`config.mk`:
```
export PLATFORM = sky130hd
export DESIGN_NAME = fir_psum_fifo
export DESIGN_NICKNAME = d
export VERILOG_FILES = /design/src/rtl/fir_pkg.sv /design/src/rtl/fir_wrap_ptr.sv /design/src/rtl/fir_psum_fifo.sv
export SDC_FILE = /design/constraint.sdc
export NUM_CORES = 1
export LEC_CHECK = 0
export BUFFER_PORTS_ARGS = -buffer_cell sky130_fd_sc_hd__buf_4
export CAP_MARGIN = 20
export CORE_ASPECT_RATIO = 1.25
export CORE_MARGIN = 4
export CORE_UTILIZATION = 57
export DETAILED_ROUTE_END_ITERATION = 7
export PLACE_DENSITY = 0.78
export SKIP_LAST_GASP = 1
export SLEW_MARGIN = 20
export SYNTH_ARGS = -nofsm -noshare
export SYNTH_HDL_FRONTEND = slang
export SYNTH_SLANG_ARGS = --single-unit
```
`constraint.sdc`:
```
create_clock -name CLK -period 2.5 [get_ports CLK]
set_input_delay 0.5 -clock CLK [delete_from_list [all_inputs] [get_ports CLK]]
set_output_delay 0.5 -clock CLK [all_outputs]
set_load 0.02 [all_outputs]
```
`src/rtl/fir_pkg.sv`:
```
// Shared FIR constants and types: default word width and tap count, the psum word type,
// and the bit order of the FIFO status vector used for monitor concatenation.
package fir_pkg;

  localparam int unsigned FIR_DW = 16;
  localparam int unsigned FIR_M  = 4;

  typedef logic [FIR_DW-1:0] psum_t;

  // Status vector order {full, empty, overflow, underflow}
  localparam int unsigned ST_WIDTH     = 4;
  localparam int unsigned ST_FULL      = 3;
  localparam int unsigned ST_EMPTY     = 2;
  localparam int unsigned ST_OVERFLOW  = 1;
  localparam int unsigned ST_UNDERFLOW = 0;

  function automatic logic [ST_WIDTH-1:0] fifo_status(input logic f, input logic e,
                                                      input logic o, input logic u);
    logic [ST_WIDTH-1:0] s;
    s               = '0;
    s[ST_FULL]      = f;
    s[ST_EMPTY]     = e;
    s[ST_OVERFLOW]  = o;
    s[ST_UNDERFLOW] = u;
    return s;
  endfunction

endpackage

```
`src/rtl/fir_wrap_ptr.sv`:
```
// AW-bit circular pointer with increment enable; wraps from DEPTH-1 to 0 so DEPTH
// need not be a power of two.
module fir_wrap_ptr #(
  parameter int DEPTH = 4,
  localparam int AW = $clog2(DEPTH)
) (
  input  logic          clk,
  input  logic          rst_n,
  input  logic          inc,
  output logic [AW-1:0] ptr
);

  always_ff @(posedge clk or negedge rst_n) begin
    if (!rst_n) begin
      ptr <= '0;
    end else if (inc) begin
      ptr <= (ptr == AW'(DEPTH - 1)) ? '0 : ptr + 1'b1;
    end
  end

endmodule

```
`src/rtl/fir_psum_fifo.sv`:
```
// Partial-sum FIFO between FIR tap passes, with occupancy and sticky error flags.
// FIR_PSUM_FIFO_FWFT_EN selects first-word-fall-through output instead of a registered read.
module fir_psum_fifo
  import fir_pkg::*;
#(
  parameter int DW = FIR_DW,
  parameter int DEPTH = FIR_M,
  localparam int AW = $clog2(DEPTH)
) (
  input  logic          CLK,
  input  logic          RST,
  input  logic          FIFO_write,
  input  logic          FIFO_read,
  input  logic [DW-1:0] din,
  output logic [DW-1:0] dout,
  output logic          dout_valid,
  output logic          full,
  output logic          empty,
  output logic [AW:0]   count,
  output logic          overflow,
  output logic          underflow,
  input  logic          clr_err
);

  logic [DW-1:0] mem [DEPTH];
  logic [AW-1:0] wr_ptr;
  logic [AW-1:0] rd_ptr;
  logic          wr_ok;
  logic          rd_ok;

  assign full  = (count == (AW+1)'(DEPTH));
  assign empty = (count == '0);
  // A read frees a slot in the same cycle, so a full FIFO still accepts a paired write
  assign rd_ok = FIFO_read & ~empty;
  assign wr_ok = FIFO_write & (~full | rd_ok);

  fir_wrap_ptr #(.DEPTH(DEPTH)) u_wr_ptr (
    .clk   (CLK),
    .rst_n (RST),
    .inc   (wr_ok),
    .ptr   (wr_ptr)
  );

  fir_wrap_ptr #(.DEPTH(DEPTH)) u_rd_ptr (
    .clk   (CLK),
    .rst_n (RST),
    .inc   (rd_ok),
    .ptr   (rd_ptr)
  );

  always_ff @(posedge CLK) begin
    if (wr_ok) begin
      mem[wr_ptr] <= din;
    end
  end

  always_ff @(posedge CLK or negedge RST) begin
    if (!RST) begin
      count     <= '0;
      overflow  <= 1'b0;
      underflow <= 1'b0;
    end else begin
      if (wr_ok && !rd_ok) begin
        count <= count + 1'b1;
      end else if (rd_ok && !wr_ok) begin
        count <= count - 1'b1;
      end
      overflow  <= (overflow  & ~clr_err) | (FIFO_write & ~wr_ok);
      underflow <= (underflow & ~clr_err) | (FIFO_read  & ~rd_ok);
    end
  end

`ifdef FIR_PSUM_FIFO_FWFT_EN
  assign dout       = mem[rd_ptr];
  assign dout_valid = ~empty;
`else
  always_ff @(posedge CLK or negedge RST) begin
    if (!RST) begin
      dout       <= '0;
      dout_valid <= 1'b0;
    end else begin
      dout_valid <= rd_ok;
      if (rd_ok) begin
        dout <= mem[rd_ptr];
      end
    end
  end
`endif

endmodule

```
==> out/metrics.csv, run 1 <==
metric,value,unit
CTS root buf,clkbuf_8,
# H-tree levels,3,
CP Launch Type,flop,
Die X,77.94,um
setup bufs post-CTS,0,
"Cell Area, Synth",3485,sq um
WS Path Type,reg -> reg,
CP endpoint,count[1]$_DFFE_PN0P_,
clock buffer depth,2,
"Seq/Total Area, Yosys",73.82,%
post-cts resize count,0,
total core area,5857,sq um
biggest cell delay along the critical path,0.48,ns
cells on worst reg2reg path,6,
fmax,442.0,MHz
Reg power frac,44.4,%
Die H,95.42,um
Port Buf Inserts,44,
"flops & latches, synth",90,
Net Switching,1.518,mW
Clock Latency Late Sink,0.35,ns
status,completed,
"CP delay by family, top",adder cells,
1st-iter DRT viols,63,
RD Place Congestion,0.7227,
IO Pins,45,
Min-Delay Path Class,in -> async,
num rows,31,
critical path's slowest cell,dfrtp_1,
Unique masters post-synth,25,
Antenna Violating Nets Remaining,0,
first-pass GRT wire length,9584,um
Area after DPL,3911,sq um
clk slew on worst S/H paths,0.09,ns
Global Route Usage Sum,17.83,%
Sw Ratio,29.40,%
"Top FF cell, synth",edfxtp_1,
"Hold Violations, Final",0,
CTS tree,done,
"reg-to-reg slack, setup",0.24,ns
Post-synth ARST share,28.89,%
layout cells sized above 1,42.60,%
CP Buf/Inv Count,1,
VDD IR max,0.6261,mV
hold slack final,0.06221,ns
fin area,4170,sq um
TritonCTS Buffers,9,
TritonRoute pass-1 iters,4,
WL/cell,19.65,um
critical path launch point,count[1]$_DFFE_PN0P_,
critical-path cell list,"or3b_1, o21a_4, ha_1, inv_1, fa_1, mux2_2",
Max Cap Viol,0,
vias in the first global route,1866,
PD cells,1238,nW/um^2
critical path data required time,2.73,ns
WP depth,6,
drt total wl,5992,um
Worst Path Max Fanout,7,
clk sink count,90,
leakage power,1.601,nW
Syn. warnings,0,
setup_tns,0,ns
final count of pins violating max slew,0,
Internal Power,3.646,mW
Slew HR,42.12,%
Setup crit end kind,flop,
synthesized net count,193,
R2R Path End,count[1]$_DFFE_PN0P_,
Yosys top cell area share,55.15,%
post-detail-place hpwl,3852,um
Slew @ Worst Pin,0.8682,ns
diode count,0,
Post-synth EDFFs,64,
"Avg Cell Area, Syn",21.12,sq um
Via density,5.439,
unrepaired setup endpoints after global routing,no,
largest net degree at the start of global routing,27,
Synth area leader,edfxtp_1,
antenna violations before repair,0,
"top cells by area, synth","edfxtp_1 55%, dfrtp_1 19%, mux4_2 7.1%, mux2_2 5.8%, mux4_1 3.8%",
Mapped Cells,165,
area delta synth->final,19.68,%
Comb pwr share,31.5,%
cts hold-fix bufs,0,
DRC,0,
"count leader, synth",edfxtp_1,
WP data arrival,2.49,ns
Final Cycle Share,90.51,%
Clk pwr share,24.0,%
crit path time final,2.263,ns
DR vias,1659,
RR Startpoint,count[1]$_DFFE_PN0P_,
total gr overflow,0,
Final nets,246,
final setup fails,0,
Post-synth top cells,"64 x edfxtp_1, 26 x dfrtp_1, 18 x mux2_2",
Starting Density,59.50,%
full die area,7436,sq um
Final Skew,0.01054,ns
## power groups by stage
| stage | clock, mW | sequential [mW] | combinational, mW |
|---|---|---|---|
| floorplan | 0 | 2.43 | 0.937 |
| global placement | 0 | 2.28 | 1.60 |
| detailed placement | 0 | 2.33 | 1.64 |
| CTS | 1.27 | 2.30 | 1.66 |
| global route | 1.33 | 2.35 | 1.76 |
| finish | 1.24 | 2.29 | 1.63 |
## cells by family (layout without fill, tap and decap cells)
family / Yosys count / after routing / share of synthesized area [%]
compound gates: 5 / 5 / 1.257
buf+inv: 14 / 72 / 2.298
fa+ha+maj: 7 / 7 / 2.729
mux: 36 / 36 / 17.56
xor+xnor: 3 / 3 / 0.7542
simple gates: 10 / 10 / 1.580
flops: 90 / 90 / 73.82
## registers in the layout, indices dropped and copies added, names as in the netlist
signal / flops
underflow: 1
u_wr_ptr.ptr: 2
mem: 64
dout_valid: 1
overflow: 1
dout: 16
u_rd_ptr.ptr: 2
count: 3
## routing by layer
layer / up-vias / global-route usage (%) / wire length (um)
met2: 40 / 30.50 / 3186
met1: 866 / 22.05 / 2472
met4: 0 / 6.997 / 78
li1: 747 / - / -
met5: - / 0 / 0
met3: 6 / 4.442 / 255
## worst min-delay path by stage
stage          from                          end  slack, ns  depth (start not counted)
5_1_grt         RST         dout[12]$_DFFE_PN0P_       0.06                          1
2_1_floorplan   RST         count[0]$_DFFE_PN0P_       0.20                          0
3_5_place_dp    RST  u_wr_ptr.ptr[0]$_DFFE_PN0P_       0.44                          1
4_1_cts         RST         dout[14]$_DFFE_PN0P_       0.05                          1
3_3_place_gp    RST  u_wr_ptr.ptr[0]$_DFFE_PN0P_       0.43                          1
6_report        RST         dout[14]$_DFFE_PN0P_       0.06                          1
## cells in the final DEF, fill, tap and decap left out
master	count
edfxtp_1	64
buf_4	48
dfrtp_1	26
mux2_2	18
mux4_2	11
clkbuf_8	9
inv_1	8
ha_1	6
mux4_1	5
and2_1	4
bufinv_16	4
nor3_1	2
nor2_1	2
mux2_4	2
xor2_1	2
clkbuf_1	2
o31ai_4	1
or3b_1	1
o21a_4	1
o32ai_1	1
nand2_1	1
o21ai_0	1
a21o_1	1
xnor2_1	1
fa_1	1
clkinvlp_4	1
## through the flow
stage	util (%)	total power [mW]	cells	worst slack, ns
after floorplan	-	3.368	165	0.2948
after global routing	71.20	5.438	305	0.1750
after CTS	71.20	5.230	305	0.2357
after global placement	66.78	3.880	289	0.3578
final	71.20	5.164	305	0.2374
after detailed placement	66.78	3.973	289	0.2845
## cell type report
type | instances | area [sq um]
multi-input combinational | 61 | 845.8
timing repair buffer | 48 | 360.3
clock inverter | 5 | 127.6
clock buffer | 11 | 131.4
sequential | 90 | 2572
tap | 82 | 102.6
fill | 371 | 1687
inverter | 8 | 30.03
Power figures use the tool's default switching activity.
==> inputs of run 2 (changes only) <==
--- a/config.mk
+++ b/config.mk
@@ -5,11 +5,12 @@
 export SDC_FILE = /design/constraint.sdc
 export NUM_CORES = 1
 export LEC_CHECK = 0
+export ABC_AREA = 1
 export BUFFER_PORTS_ARGS = -buffer_cell sky130_fd_sc_hd__buf_4
 export CAP_MARGIN = 20
 export CORE_ASPECT_RATIO = 1.25
 export CORE_MARGIN = 4
-export CORE_UTILIZATION = 57
+export CORE_UTILIZATION = 58
 export DETAILED_ROUTE_END_ITERATION = 7
 export PLACE_DENSITY = 0.78
 export SKIP_LAST_GASP = 1
==> out/metrics.csv, run 2 <==
metric,value,unit
Starting Density,59.56,%
final core occ,68.23,%
Synth area leader,edfxtp_1,
Largest register FFs,64,
cts hold-fix bufs,0,
Worst Path Max Fanout,17,
antenna violations before repair,0,
Die X,81.44,um
Slew HR,60.29,%
"flops & latches, synth",90,
layout cells sized above 1,16.21,%
"top cells by area, synth","edfxtp_1 49%, dfrtp_1 17%, nand2_1 13%, inv_1 7.6%, nand3_1 4.6%",
total gr overflow,0,
Antenna Violating Nets Remaining,0,
drt total wl,7319,um
crit path time final,2.079,ns
largest register by flop count,mem,
TritonCTS Buffers,9,
most frequent cells in the layout,"139 x nand2_1, 79 x inv_1, 64 x edfxtp_1",
Unique masters post-synth,24,
Slew @ Worst Pin,0.5943,ns
vias in the first global route,2513,
Clock Latency Late Sink,0.35,ns
Post-synth ARST share,28.89,%
Max Cap Viol,0,
full die area,8127,sq um
IO Pins,45,
"commonest non-fill, non-tap cell in the layout",nand2_1,
CP Launch Type,flop,
Final Cycle Share,83.17,%
"Cell Area, Synth",3910,sq um
num rows,33,
critical path data required time,2.74,ns
CTS tree,done,
leakage power,2.210,nW
Die H,99.80,um
setup_tns,0,ns
post-cts resize count,0,
largest net degree at the start of global routing,35,
synthesized net count,413,
area delta synth->final,14.56,%
WP data arrival,2.32,ns
unrepaired setup endpoints after global routing,no,
Top Registers,"mem x64, dout x16, count x3",
critical-path cell list,"nor2_4, nand2_4, nand2_4, ha_1, inv_1, fa_1, nand2_1, nand3_1, xor2_1",
CP Buf/Inv Count,1,
VDD IR max,0.5745,mV
"Avg Cell Area, Syn",10.16,sq um
PD cells,1146,nW/um^2
WL/cell,13.94,um
Post-synth EDFFs,64,
post-detail-place hpwl,4669,um
Mapped Cells,385,
overall power,5.133,mW
critical path's slowest cell,dfrtp_1,
Port Buf Inserts,44,
Yosys top cell area share,49.15,%
TritonRoute pass-1 iters,4,
final count of pins violating max slew,0,
sequential cell area,2572,sq um
CTS root buf,clkbuf_8,
Via density,4.918,
biggest cell delay along the critical path,0.48,ns
Syn. warnings,0,
clk slew on worst S/H paths,0.08,ns
setup bufs post-CTS,0,
status,completed,
"Seq/Total Area, Yosys",65.79,%
Setup crit end kind,flop,
"CP delay by family, top",simple AND/OR/NAND/NOR gates,
total core area,6565,sq um
final setup fails,0,
first-pass GRT wire length,11640,um
Min-Delay Path Class,in -> async,
"Top cell by count, worst path",nand2_4,
diode count,0,
"Hold Violations, Final",0,
Global Route Usage Sum,19.84,%
WS Path Type,reg -> reg,
"Top FF cell, synth",edfxtp_1,
Post-synth top cells,"139 x nand2_1, 79 x inv_1, 64 x edfxtp_1",
clk sink count,90,
filler instances,474,
1st-iter DRT viols,180,
Final nets,461,
clock buffer depth,2,
multi-input logic area,929.6,sq um
Final Skew,0.008857,ns
RD Place Congestion,0.7291,
DRC,0,
"count leader, synth",nand2_1,
fmax,481.0,MHz
# H-tree levels,3,
DR vias,2582,
run 2: cell families after synthesis:
| group | Yosys count | synth area share [%] |
|---|---|---|
| AOI/OAI and AO/OA | 5 | 0.9601 |
| adders and majority gates | 7 | 2.432 |
| DFF | 90 | 65.79 |
| xor gates and xnor gates | 2 | 0.4481 |
| and+or+nand+nor | 187 | 19.94 |
| buffers and inverters | 94 | 10.43 |
run 2: layout make-up:
type	instances	area share, %
Sequential cell	90	57.43
Multi-Input combinational cell	201	20.75
Timing Repair Buffer	50	8.380
Inverter	81	6.788
Clock buffer	12	3.240
Tap cell	87	2.430
Clock inverter	4	0.9777
run 2: through the flow:
stage	instances	setup WS (ns)	hold WS, ns	area (sq um)
floorplan	385	0.4907	0.2044	3910
global placement	509	0.5146	0.4247	4290
detailed placement	509	0.4190	0.4314	4290
CTS	525	0.4057	0.03757	4479
global route	525	0.2743	0.04921	4479
finish	525	0.4209	0.04462	4479
run 2: power breakdown:
group          total (mW)  leakage (nW)  internal (mW)  switching (mW)
clock               0.957        0.0978          0.484           0.473
sequential           2.24         0.907           2.02           0.222
combinational        1.94          1.21          0.690            1.25
run 2: final timing paths:
check,startpoint,cells after the start,slack (ns),end
max in group asynchronous,RST,1,2.19,dout[13]$_DFFE_PN0P_
setup reg to reg,count[0]$_DFFE_PN0P_,9,0.42,count[2]$_DFFE_PN0P_
setup / recovery,count[0]$_DFFE_PN0P_,9,0.42,count[2]$_DFFE_PN0P_
hold reg to reg,dout[0]$_DFFE_PN0P_,2,0.48,dout[0]$_DFFE_PN0P_
min in group CLK,clr_err,2,0.34,overflow$_DFF_PN0_
hold / removal,RST,1,0.04,underflow$_DFF_PN0_
run 2: layer usage:
metal | part of all wire [%] | GRT usage [%]
met1 | 39 | 22.03
met2 | 54 | 34.94
met3 | 6.1 | 5.296
met4 | 1.7 | 8.843
met5 | 0 | 0
==> inputs of run 3 (changes only) <==
--- a/config.mk
+++ b/config.mk
@@ -10,9 +10,9 @@
 export CAP_MARGIN = 20
 export CORE_ASPECT_RATIO = 1.25
 export CORE_MARGIN = 4
-export CORE_UTILIZATION = 58
+export CORE_UTILIZATION = 52
 export DETAILED_ROUTE_END_ITERATION = 7
-export PLACE_DENSITY = 0.78
+export PLACE_DENSITY = 0.74
 export SKIP_LAST_GASP = 1
 export SLEW_MARGIN = 20
 export SYNTH_ARGS = -nofsm -noshare
==> constraint.sdc (replaced) <==
create_clock -name CLK -period 1.8 [get_ports CLK]
set_input_delay 0.36 -clock CLK [delete_from_list [all_inputs] [get_ports CLK]]
set_output_delay 0.36 -clock CLK [all_outputs]
set_load 0.02 [all_outputs]
==> out/metrics.csv, run 3 (synthesis results as in run 2) <==
metric,value,unit
IO Pins,45,
layout cells sized above 1,20.40,%
VDD IR max,0.8594,mV
Setup crit end kind,flop,
Final nets,469,
Final Cycle Share,96.31,%
CTS tree,done,
Max Cap Viol,0,
"Hold Violations, Final",0,
leakage power,2.255,nW
Global Route Usage Sum,16.72,%
1st-iter DRT viols,138,
PD cells,1595,nW/um^2
Clk pwr share,20.0,%
diode count,0,
Comb pwr share,38.7,%
Area after DPL,4394,sq um
vias in the first global route,2436,
WL/cell,12.96,um
CP Launch Type,flop,
Via density,4.742,
Largest register FFs,64,
total core area,7357,sq um
status,completed,
antenna violations before repair,0,
"commonest non-fill, non-tap cell in the layout",nand2_1,
num rows,35,
WP data arrival,1.98,ns
critical path data required time,2.05,ns
clk sink count,90,
full die area,8980,sq um
# H-tree levels,3,
post-detail-place hpwl,4414,um
Top Registers,"mem x64, dout x16, count x3",
drt total wl,6971,um
first-pass GRT wire length,11390,um
crit path time final,1.733,ns
Slew @ Worst Pin,0.5616,ns
Sw Ratio,36.99,%
TritonCTS Buffers,9,
overall power,7.413,mW
Die X,85.56,um
final setup fails,0,
Clock Latency Late Sink,0.36,ns
area delta synth->final,18.88,%
Port Buf Inserts,44,
Die H,105.0,um
Antenna Violating Nets Remaining,0,
Reg power frac,41.3,%
RD Place Congestion,0.7947,
Internal Power,4.671,mW
"reg-to-reg slack, setup",0.07,ns
largest register by flop count,mem,
final count of pins violating max slew,0,
clock buffer depth,2,
fmax,576.9,MHz
Net Switching,2.742,mW
Final Skew,0.01383,ns
WS Path Type,reg -> reg,
CTS root buf,clkbuf_8,
TritonRoute pass-1 iters,4,
clk slew on worst S/H paths,0.10,ns
Worst Path Max Fanout,3,
total gr overflow,0,
fin area,4648,sq um
largest net degree at the start of global routing,35,
DRC,0,
Min-Delay Path Class,in -> reg,
most frequent cells in the layout,"139 x nand2_1, 76 x inv_1, 64 x edfxtp_1",
DR vias,2551,
Slew HR,62.50,%
Starting Density,53.15,%
## run 3: cell types whose count changed in the layout (fill, tap and decap cells not counted), moves of 3 or more
| cell | previous run | this run |
|---|---|---|
| inv_2 | 2 | 5 |
| clkinvlp_4 | 0 | 3 |
| inv_1 | 79 | 76 |
| buf_4 | 50 | 55 |
## run 3: metrics by stage
step	std cells	utilization, %	hold slack, ns	worst slack [ns]	setup TNS, ns
floorplan	385	-	0.06441	-0.05482	-1.100
global placement	520	59.73	0.2939	0.08592	0
detailed placement	520	59.73	0.3021	0.04433	0
CTS	537	62.84	0.1701	0.03072	0
global route	538	63.18	0.1640	-0.005120	-0.005120
finish	538	63.18	0.1931	0.06650	0
## run 3: worst max-delay path: stages, from the launching register on
cell and delay, ns:
dfrtp_2 0.43, nor2_4 0.21, nand3_4 0.12, nand2_4 0.09
inv_2 0.04, ha_4 0.15, inv_2 0.06, fa_2 0.42
nand2_1 0.06, nand2_1 0.05
## run 3: what timing repair did
action,4_1_cts,5_1_grt
hold buffers,1,0
endpoints found under the setup margin,0,3
resized for setup,0,3
setup buffers,0,1
endpoints found under the hold margin,26,0
## run 3: power groups by stage
stage / Clock, mW / Sequential, mW / Combinational [mW]
finish: 1.48 / 3.06 / 2.87
global route: 1.61 / 3.12 / 3.23
floorplan: 0 / 3.36 / 1.67
detailed placement: 0 / 3.10 / 2.86
global placement: 0 / 3.09 / 2.80
CTS: 1.52 / 3.06 / 2.88
## run 3: metal layers
metal | track usage (%) | up-vias | wire [um]
met2 | 28.17 | 62 | 3499
li1 | - | 1295 | -
met4 | 8.371 | 0 | 150
met1 | 20.19 | 1179 | 2918
met5 | 0 | - | 0
met3 | 3.312 | 15 | 403
## run 3: cell type report
class / count / area (sq um)
multi-input combinational: 201 / 972.2
inverter: 81 / 304.0
clock inverter: 6 / 91.34
fill: 591 / 2709
clock buffer: 10 / 127.6
sequential: 90 / 2575
timing repair buffer: 58 / 462.9
tap: 92 / 115.1
## run 3: path summary, 6_finish.rpt
check,from,to,cells after the start
max in group asynchronous,RST,count[1]$_DFFE_PN0P_,2
max reg2reg,count[0]$_DFFE_PN0P_,count[1]$_DFFE_PN0P_,9
max,count[0]$_DFFE_PN0P_,count[1]$_DFFE_PN0P_,9
min reg2reg,dout[2]$_DFFE_PN0P_,dout[2]$_DFFE_PN0P_,2
min,din[13],mem[1][13]$_DFFE_PP_,1
min in group asynchronous,RST,dout[14]$_DFFE_PN0P_,2
